File: src/rtl/dmem_store_buffer_pkg.sv
// Shared definitions for the data-memory store buffer: FSM encoding and default sizes.
package dmem_store_buffer_pkg;

   localparam int DEPTH_DEF = 4;
   localparam int AW_DEF    = 32;
   localparam int DW_DEF    = 32;

   typedef enum logic [1:0] {
      ST_IDLE  = 2'd0,
      ST_DRAIN = 2'd1,
      ST_LOAD  = 2'd2
   } state_t;

endpackage

File: src/rtl/dmem_store_buffer_store_queue.sv
// Circular FIFO of posted stores (word address + data) with a youngest-match lookup
// used for store-to-load forwarding.
module dmem_store_buffer_store_queue #(
   parameter int DEPTH = 4,
   parameter int WW    = 30,
   parameter int DW    = 32
) (
   input  logic          clk,
   input  logic          rst,
   input  logic          push,
   input  logic [WW-1:0] push_addr,
   input  logic [DW-1:0] push_data,
   input  logic          pop,
   output logic [WW-1:0] head_addr,
   output logic [DW-1:0] head_data,
   output logic          full,
   output logic          empty,
   input  logic [WW-1:0] lookup_addr,
   output logic          lookup_hit,
   output logic [DW-1:0] lookup_data
);

   localparam int PW = $clog2(DEPTH);

   logic [WW-1:0]    addr_q [DEPTH];
   logic [DW-1:0]    data_q [DEPTH];
   logic [DEPTH-1:0] valid_q;
   logic [PW-1:0]    head_q;
   logic [PW-1:0]    tail_q;
   logic [PW:0]      count_q;
   logic [PW-1:0]    idx;

   always_ff @(posedge clk or posedge rst) begin
      if (rst) begin
         head_q  <= '0;
         tail_q  <= '0;
         count_q <= '0;
         valid_q <= '0;
         for (int i = 0; i < DEPTH; i++) begin
            addr_q[i] <= '0;
            data_q[i] <= '0;
         end
      end else begin
         if (pop) begin
            head_q          <= head_q + 1'b1;
            valid_q[head_q] <= 1'b0;
         end
         if (push) begin
            addr_q[tail_q]  <= push_addr;
            data_q[tail_q]  <= push_data;
            valid_q[tail_q] <= 1'b1;
            tail_q          <= tail_q + 1'b1;
         end
         case ({push, pop})
            2'b10:   count_q <= count_q + 1'b1;
            2'b01:   count_q <= count_q - 1'b1;
            default: count_q <= count_q;
         endcase
      end
   end

   // Walk oldest to youngest so the last match seen is the youngest store.
   always_comb begin
      lookup_hit  = 1'b0;
      lookup_data = '0;
      idx         = '0;
      for (int i = 0; i < DEPTH; i++) begin
         idx = head_q + PW'(i);
         if (valid_q[idx] && (addr_q[idx] == lookup_addr)) begin
            lookup_hit  = 1'b1;
            lookup_data = data_q[idx];
         end
      end
   end

   assign head_addr = addr_q[head_q];
   assign head_data = data_q[head_q];
   assign full      = (count_q == (PW+1)'(DEPTH));
   assign empty     = (count_q == '0);

endmodule

File: src/rtl/dmem_store_buffer.sv
// MEM-stage data-memory front end: posts stores into a FIFO drained over req/ack,
// forwards loads from buffered stores, and stalls the pipeline on load misses or a full FIFO.
module dmem_store_buffer
   import dmem_store_buffer_pkg::*;
#(
   parameter int DEPTH = DEPTH_DEF,
   parameter int AW    = AW_DEF,
   parameter int DW    = DW_DEF
) (
   input  logic          clk,
   input  logic          rst,
   input  logic [AW-1:0] addr,
   input  logic [DW-1:0] wdata,
   input  logic          mem_write,
   input  logic          mem_read,
   output logic [DW-1:0] rdata,
   output logic          stall,
   output logic          bus_req,
   output logic          bus_we,
   output logic [AW-1:0] bus_addr,
   output logic [DW-1:0] bus_wdata,
   input  logic          bus_ack,
   input  logic [DW-1:0] bus_rdata
);

   // state    | meaning
   // ST_IDLE  | no bus transaction; picks load miss first, else drains head
   // ST_DRAIN | write of FIFO head outstanding; pops on ack
   // ST_LOAD  | read for stalled load outstanding; data returned on ack

   localparam int WW = AW - 2;

   state_t        state_q, state_d;
   logic          q_full, q_empty, hit;
   logic [WW-1:0] head_addr;
   logic [DW-1:0] head_data, fwd_data;
   logic          push, pop, load_miss, read_done;
   logic          unused_addr_lsbs;

   assign unused_addr_lsbs = ^addr[1:0];

   assign push      = mem_write && !q_full;
   assign pop       = (state_q == ST_DRAIN) && bus_ack;
   assign load_miss = mem_read && !mem_write && !hit;
   assign read_done = (state_q == ST_LOAD) && bus_ack;

   dmem_store_buffer_store_queue #(
      .DEPTH (DEPTH),
      .WW    (WW),
      .DW    (DW)
   ) u_queue (
      .clk         (clk),
      .rst         (rst),
      .push        (push),
      .push_addr   (addr[AW-1:2]),
      .push_data   (wdata),
      .pop         (pop),
      .head_addr   (head_addr),
      .head_data   (head_data),
      .full        (q_full),
      .empty       (q_empty),
      .lookup_addr (addr[AW-1:2]),
      .lookup_hit  (hit),
      .lookup_data (fwd_data)
   );

   always_ff @(posedge clk or posedge rst) begin
      if (rst) state_q <= ST_IDLE;
      else     state_q <= state_d;
   end

   always_comb begin
      state_d = state_q;
      case (state_q)
         ST_IDLE: begin
            if (load_miss)     state_d = ST_LOAD;
            else if (!q_empty) state_d = ST_DRAIN;
         end
         ST_DRAIN: if (bus_ack) state_d = ST_IDLE;
         ST_LOAD:  if (bus_ack) state_d = ST_IDLE;
         default:  state_d = ST_IDLE;
      endcase
   end

   always_comb begin
      stall = (mem_write && q_full) || (load_miss && !read_done);
      rdata = read_done ? bus_rdata : fwd_data;
   end

   // Bus fields only change when a transaction is launched, so they hold while bus_req is high.
   always_ff @(posedge clk or posedge rst) begin
      if (rst) begin
         bus_req   <= 1'b0;
         bus_we    <= 1'b0;
         bus_addr  <= '0;
         bus_wdata <= '0;
      end else if (state_q == ST_IDLE && state_d == ST_LOAD) begin
         bus_req  <= 1'b1;
         bus_we   <= 1'b0;
         bus_addr <= {addr[AW-1:2], 2'b00};
      end else if (state_q == ST_IDLE && state_d == ST_DRAIN) begin
         bus_req   <= 1'b1;
         bus_we    <= 1'b1;
         bus_addr  <= {head_addr, 2'b00};
         bus_wdata <= head_data;
      end else if (state_q != ST_IDLE && bus_ack) begin
         bus_req <= 1'b0;
      end
   end

   a_no_read_write: assert property (@(posedge clk) disable iff (rst) !(mem_read && mem_write));

endmodule

File: config.mk
export PLATFORM = sky130hd
export DESIGN_NAME = dmem_store_buffer
export DESIGN_NICKNAME = d
export VERILOG_FILES = /design/src/rtl/dmem_store_buffer_pkg.sv /design/src/rtl/dmem_store_buffer_store_queue.sv /design/src/rtl/dmem_store_buffer.sv
export SDC_FILE = /design/constraint.sdc
export NUM_CORES = 1
export LEC_CHECK = 0
export BUFFER_PORTS_ARGS = -buffer_cell sky130_fd_sc_hd__buf_2
export CORE_MARGIN = 2
export CORE_UTILIZATION = 53
export DETAILED_ROUTE_END_ITERATION = 10
export PLACE_DENSITY = 0.72
export SLEW_MARGIN = 30
export SYNTH_ARGS = -nofsm -noshare
export SYNTH_HDL_FRONTEND = slang
export SYNTH_SLANG_ARGS = --single-unit
File: constraint.sdc
create_clock -name clk -period 26.5 [get_ports clk]
set_clock_uncertainty 0.05 [all_clocks]
set_input_delay 5.3 -clock clk [delete_from_list [all_inputs] [get_ports clk]]
set_output_delay 5.3 -clock clk [all_outputs]
set_load 0.005 [all_outputs]
==> results of run 1 <==
==> sequential cells by signal, indices dropped and copies added, names as in the netlist <==
signal,cells
u_queue.count_q,3
u_queue.addr_q,120
u_queue.valid_q,4
u_queue.data_q,128
state_q,2
u_queue.head_q,2
bus_we,1
bus_wdata,32
u_queue.tail_q,2
bus_addr,30
bus_req,1
==> routing by layer <==
| layer | GRT usage | vias up | part of all wire |
|---|---|---|---|
| met3 | 0.0506 | 130 | 0.075 |
| li1 | - | 7119 | - |
| met2 | 0.455 | 687 | 0.48 |
| met1 | 0.388 | 8584 | 0.40 |
| met4 | 0.119 | 8 | 0.037 |
| met5 | 0 | - | 0.00088 |
==> placed cells by master (no fill, tap or decap), types with 20 or more instances in the layout <==
master	n
dfrtp_1	323
mux2_2	247
mux4_2	202
buf_2	195
mux2i_1	139
nand2_1	118
xnor2_1	75
o21ai_0	49
nor2_1	49
a21oi_1	46
clkbuf_16	40
a22o_1	33
xor2_1	32
o21bai_1	32
nor3b_1	31
o221a_1	28
nand2b_1	27
nor3_1	20
==> layout make-up <==
type,count,area [sq um],area share
inverters,22,95.1,0.00382
well taps,539,674,0.0271
repair buffers,221,1220,0.0491
diodes,3,7.51,0.000301
flip-flops and latches,325,8140,0.327
clock buffers,58,1160,0.0465
multi-input cells,1294,13500,0.544
clock inverters,10,65.1,0.00261
==> worst reg2reg max path, stage by stage, from the launching register on <==
cell and delay [ns]:
dfrtp_4 0.55, buf_12 0.27, inv_1 0.15, ha_4 0.89
buf_4 0.75, mux4_2 0.63, xor2_1 0.17, a21oi_1 0.22
nand3_1 0.11, or4_4 0.55, o41ai_4 0.51, o31a_2 0.55
buf_4 0.71, mux2_2 0.45
==> path summary, 6_finish.rpt <==
path	startpoint	end	slack (ns)	cells past startpoint
worst min register to register	bus_we$_DFFE_PP0P_	bus_we$_DFFE_PP0P_	0.43	1
min in group asynchronous	rst	bus_wdata[27]$_DFFE_PP0P_	4.75	2
worst min-delay path	bus_we$_DFFE_PP0P_	bus_we$_DFFE_PP0P_	0.43	1
worst max-delay path	addr[21]	rdata[0]	12.44	11
worst max register to register	u_queue.head_q[1]$_DFFE_PP0P_	bus_wdata[26]$_DFFE_PP0P_	19.81	13
max in group asynchronous	rst	u_queue.head_q[1]$_DFFE_PP0P_	20.44	3
==> kinds of logic (layout without fill, tap and decap cells) <==
group | after synthesis | count (layout)
AOI/OAI and AO/OA | 269 | 269
xor gates and xnor gates | 107 | 107
adders and majority gates | 14 | 14
buffers and inverters | 195 | 311
DFF | 325 | 325
muxes | 598 | 598
other | 1 | 5
and+or+nand+nor | 304 | 304
==> stage by stage <==
stage	setup WS, ns	hold slack (ns)	instances	util
after floorplan	12.15	0.424	1814	-
after global placement	12.06	0.409	2399	0.564
after detailed placement	12.32	0.415	2401	0.565
after CTS	12.35	0.429	2469	0.594
after global routing	12.30	0.439	2472	0.595
final	12.44	0.430	2472	0.595
==> power by group through the flow <==
stage               sequential [uW]  combinational [uW]  clock (uW)
global placement               1030                2070           0
CTS                            1030                2150         528
floorplan                       945                1730           0
global route                   1090                2310         546
detailed placement             1040                2140           0
finish                         1050                2160         519
==> results.json, run 1 <==
{
  "status": "complete, no violations",
  "cp-end-kind": "primary output",
  "io_buffers": 195,
  "nFillCells": 3341,
  "power.density_nw_per_um2": 150,
  "synth_ff_type": "dfrtp_1",
  "first_global_vias": 16500,
  "critPathArrivalTime_ns": 8.71,
  "synth_edf_count": 0,
  "p_comb_frac": 0.580,
  "die_w_um": 210,
  "grt.total_usage": 0.285,
  "clk_pin_slew_worst_paths_ns": 0.06,
  "viasPerCell": 6.69,
  "core_sq_um": 41900,
  "cp_top_family": "simple AND/OR/NAND/NOR gates",
  "hold_viol": 0,
  "intPower_uw": 2230,
  "synth_area_sq_um": 22500,
  "initial_core_util": 0.537,
  "path_cells": "buf_2 > o22ai_1 > a21oi_1 > nand3_1 > or4_4 > or4_2 > buf_4 > mux2i_1 > a22o_1 > a21oi_1 > buf_2",
  "async_flop_share": 1.00,
  "yosysMostFrequentCell": "dfrtp_1",
  "via_count": 16500,
  "synth_top_area_cell": "dfrtp_1",
  "ys_types": 74,
  "dp_hpwl_um": 40000,
  "boundaryPins": 200,
  "p_total_uw": 3730,
  "min-delay-path-class": "reg2reg",
  "fin_crit_ns": 14.06,
  "path_class": "in2out",
  "maxCapViolCount": 0,
  "slew_headroom": 0.333,
  "post_cts_buffers": 0,
  "grt_max_degree": 131,
  "clk_latency_ns": 0.57,
  "critPathBufInv": 3,
  "switching_power_uw": 1500,
  "seqPwrFrac": 0.281,
  "fp.dieH_um": 210,
  "fmax_ghz": 0.0711,
  "worst_pin_slew_ns": 1.00,
  "ys_ff_latch": 325,
  "slowest_delay_ns": 0.67,
  "grt_overflow": 0,
  "ys_warn_count": 0,
  "die-area_sq_um": 44000,
  "syn_inst": 1813,
  "switching_share": 0.402,
  "drt_wl_total_um": 62400,
  "crit_path_max_fanout": 32,
  "startpoint_type": "primary input",
  "cts_hold_buf": 0,
  "cts_tree": "yes",
  "rows": 75,
  "crit_slowest_cell": "or4_2",
  "cts_htree_levels": 2,
  "synth_top_family_by_area": "multiplexers",
  "cts_made_buffers": 39,
  "drive_above_1_share": 0.393,
  "cts_root_buffer": "clkbuf_16",
  "yosysSeqAreaShare": 0.362,
  "grt_antenna_before_repair": 9,
  "crit_required_ns": 21.15,
  "grt_pass1_wl_um": 96600,
  "pwr-share-clk": 0.139,
  "wire_per_inst_um": 25.2,
  "p_leak_uw": 0.0104,
  "synth_compound_area_frac": 0.0890,
  "slew_violations": 0,
  "fin_setup_tns_ns": 0,
  "cts_resized": 0,
  "peakVddDrop_mv": 0.126,
  "nets": 2018,
  "synthTopCellsByCount": "dfrtp_1, mux2_2, mux4_2, mux2i_1, nand2_1",
  "synth_mux_area_frac": 0.393,
  "netlist_top_cells_area": "dfrtp_1, mux4_2, mux2_2",
  "detail-route-antenna-nets": 0,
  "avgSynthCellArea_sq_um": 12.4,
  "clock_path_buffers": 3,
  "clkSinkCount": 325,
  "rsz0062_at_grt": "no",
  "finalSetupViolCount": 0,
  "post-route-drc-count": 0,
  "synth-simple-area-share": 0.0664,
  "syn2layout_area_growth_pct": 10.9,
  "dpl_cell_area_sq_um": 23700,
  "dr.pass1.iters": 5,
  "yosysTopAreaCellShare": 0.362,
  "drt_iter0_drc": 1607,
  "gp_congestion": 0.949,
  "stdcell_area_sq_um": 24900,
  "timing.final.crit_share": 0.531,
  "synthAdderAreaFrac": 0.00813,
  "synth_xor_area_frac": 0.0417
}
Note: power is estimated with default switching activity, not from simulation.
==> run 2, diff against run 1 <==
--- a/config.mk
+++ b/config.mk
@@ -5,6 +5,7 @@
 export SDC_FILE = /design/constraint.sdc
 export NUM_CORES = 1
 export LEC_CHECK = 0
+export ABC_AREA = 1
 export BUFFER_PORTS_ARGS = -buffer_cell sky130_fd_sc_hd__buf_2
 export CORE_MARGIN = 2
 export CORE_UTILIZATION = 53
==> constraint.sdc (replaced) <==
create_clock -name clk -period 13.7 [get_ports clk]
set_clock_uncertainty 0.05 [all_clocks]
set_input_delay 2.74 -clock clk [delete_from_list [all_inputs] [get_ports clk]]
set_output_delay 2.74 -clock clk [all_outputs]
set_load 0.005 [all_outputs]
==> run 2 against run 1 <==
  * Sequential power is 68% higher
  * Non-clock buffer count did not move
  * Worst setup slack got worse by 8.7 ns
  * Core utilization grew 0.20 points
  * Register-to-register slack lost 14 ns
  * Global-route usage grew 5.4 points
  * Clock-buffer cell count shrank 1
  * Synthesized area shrank 5.2%
  * Sequential share of layout area increased by 1.7 points
  * Final cell count increased by 58%
  * Critical endpoint unchanged
  * Highest routed layer is now met4
==> results.json, run 2 <==
{
  "rows": 73,
  "p_total_uw": 6630,
  "stdcell_area_sq_um": 23700,
  "dpl_cell_area_sq_um": 22300,
  "peakVddDrop_mv": 0.164,
  "yosysSeqAreaShare": 0.382,
  "viasPerCell": 5.83,
  "yosysTopAreaCellShare": 0.382,
  "post-route-drc-count": 0,
  "largest_reg_flops": 128,
  "gp_congestion": 0.939,
  "startpoint_type": "register",
  "p_leak_uw": 0.0122,
  "cts_root_buffer": "clkbuf_16",
  "fin_setup_tns_ns": 0,
  "min-delay-path-class": "reg2reg",
  "grt_pass1_wl_um": 112000,
  "hold_viol": 0,
  "finalSetupViolCount": 0,
  "grt_antenna_before_repair": 1,
  "avgSynthCellArea_sq_um": 6.41,
  "core_sq_um": 39600,
  "initial_core_util": 0.537,
  "wire_per_inst_um": 18.2,
  "cts_made_buffers": 39,
  "slew_headroom": 0.313,
  "maxCapViolCount": 0,
  "yosysMostFrequentCell": "nand2_1",
  "boundaryPins": 200,
  "fmax_ghz": 0.101,
  "rr_endpoint": "bus_wdata[4]$_DFFE_PP0P_",
  "grt_overflow": 0,
  "status": "complete, no violations",
  "drt_iter0_drc": 2484,
  "rsz0062_at_grt": "no",
  "die_w_um": 204,
  "crit_required_ns": 10.91,
  "grt.total_usage": 0.339,
  "dp_hpwl_um": 43000,
  "top_register": "u_queue.data_q",
  "ys_types": 30,
  "cts_tree": "yes",
  "netlist_top_cells_area": "dfrtp_1, nand2_1, o21ai_0",
  "io_buffers": 195,
  "hp-start": "bus_we$_DFFE_PP0P_",
  "hold_depth": 2,
  "final_cell_mix": "nand2_1, o21ai_0, nand3_1",
  "detail-route-antenna-nets": 0,
  "clock_path_buffers": 3,
  "ys_warn_count": 0,
  "r2r_cells": 24,
  "final_util": 0.597,
  "post_cts_buffers": 0,
  "synth_ff_type": "dfrtp_1",
  "clk_latency_ns": 0.58,
  "crit_path_max_fanout": 75,
  "nFillCells": 3851,
  "rrSetupSlack_ns": 5.61,
  "clk_pin_slew_worst_paths_ns": 0.06,
  "clkSinkCount": 325,
  "cts_resized": 0,
  "path_class": "reg2out",
  "cts_hold_buf": 0,
  "cp-end-kind": "primary output",
  "die-area_sq_um": 41800,
  "cts_htree_levels": 2,
  "async_flop_share": 1.00,
  "nets": 3477,
  "syn_inst": 3319,
  "via_count": 22800,
  "synth_edf_count": 0,
  "ys_ff_latch": 325,
  "r2r_start": "u_queue.head_q[1]$_DFFE_PP0P_",
  "synthTopCellsByCount": "nand2_1, o21ai_0, nand3_1, dfrtp_1, inv_1",
  "synth_area_sq_um": 21300,
  "hold_slack_ns": 0.413,
  "slew_violations": 0,
  "syn2layout_area_growth_pct": 11.2,
  "drive_above_1_share": 0.0891,
  "dr.pass1.iters": 8,
  "worst_pin_slew_ns": 1.03,
  "final_common_cell": "nand2_1",
  "fin_crit_ns": 9.92,
  "drt_wl_total_um": 71400,
  "synth_top_area_cell": "dfrtp_1",
  "timing.final.crit_share": 0.724,
  "hold_end": "bus_we$_DFFE_PP0P_",
  "fp.dieH_um": 204,
  "critPathArrivalTime_ns": 7.13,
  "grt_max_degree": 261,
  "reg_top3": "u_queue.data_q: 128 flops, u_queue.addr_q: 120 flops, bus_wdata: 32 flops",
  "first_global_vias": 21300,
  "power.density_nw_per_um2": 280
}
-- run 2: cell types whose count changed in the layout (fill, tap and decap cells not counted), sizes merged, moves of 31 or more --
cell / before / now
o21bai: 32 / 0
inv: 21 / 184
a22o: 33 / 0
nor3b: 31 / 0
o21ai: 50 / 550
mux2: 257 / 0
nand2: 123 / 1314
nand3: 11 / 408
nor2: 49 / 137
mux4: 202 / 0
mux2i: 139 / 0
xnor2: 75 / 1
-- run 2: routing by layer --
layer  vias up  share of wire  global-route usage
met5         -              0                   0
met2      1177           0.45               0.542
met3       245          0.094              0.0507
met1     10500           0.40               0.437
li1      10900              -                   -
met4         0          0.059               0.204
-- run 2: logic make-up (layout without fill, tap and decap cells) --
logic type                 count (synthesis)  in the layout  share of synthesized area
AOI/OAI and AO/OA                        653            653                      0.160
and+or+nand+nor                         1896           1896                      0.363
buffers and inverters                    407            475                     0.0770
DFF                                      325            325                      0.382
other                                      1              6                   0.000176
xor gates and xnor gates                  23             23                    0.00947
adders and majority gates                 14             14                    0.00858
-- run 2: worst max path at each step --
stage                                  startpoint                       end  slack [ns]
global route        u_queue.head_q[1]$_DFFE_PP0P_                  rdata[0]        3.57
finish              u_queue.head_q[1]$_DFFE_PP0P_                  rdata[0]        3.78
detailed placement  u_queue.head_q[1]$_DFFE_PP0P_                  rdata[0]        4.64
global placement    u_queue.head_q[1]$_DFFE_PP0P_                  rdata[0]        4.69
CTS                 u_queue.head_q[1]$_DFFE_PP0P_                  rdata[0]        4.01
floorplan                                     rst  bus_addr[10]$_DFFE_PP0P_        1.91
-- run 2: area by class of cell --
type                    count  area, sq um  share of cell area
well taps                 525          657              0.0277
multi-input cells        2588        11600               0.489
clock buffers              57         1160              0.0492
repair buffers            221         1240              0.0525
diodes                      4         10.0            0.000423
inverters                 187          722              0.0305
clock inverters            10          168             0.00708
flip-flops and latches    325         8140               0.344
-- run 2: power breakdown --
group	internal (uW)	total (uW)	switching [uW]	leakage [uW]
clock	663	1090	431	0.000653
combinational	1150	3780	2630	0.00748
sequential	1400	1760	356	0.00408
-- run 2: critical path: stages (launching register included) --
cell	delay, ns
dfrtp_4	1.10
inv_4	0.47
ha_4	0.57
inv_4	0.52
buf_4	0.83
nand3_1	0.21
nand3_1	0.12
nand2_1	0.09
nor2_1	0.11
nand2_1	0.05
nor2_1	0.25
nand2_1	0.11
nor2_2	0.11
buf_4	0.50
inv_1	0.27
buf_4	0.37
nor2_1	0.15
o21ai_0	0.10
o211ai_1	0.15
a31oi_1	0.18
buf_2	0.20
-- run 2: per-stage QoR --
| stage | instances | worst slack (ns) |
|---|---|---|
| after floorplan | 3320 | 1.91 |
| after global placement | 3844 | 4.69 |
| after detailed placement | 3844 | 4.64 |
| after CTS | 3911 | 4.01 |
| after global routing | 3914 | 3.57 |
| final | 3917 | 3.78 |
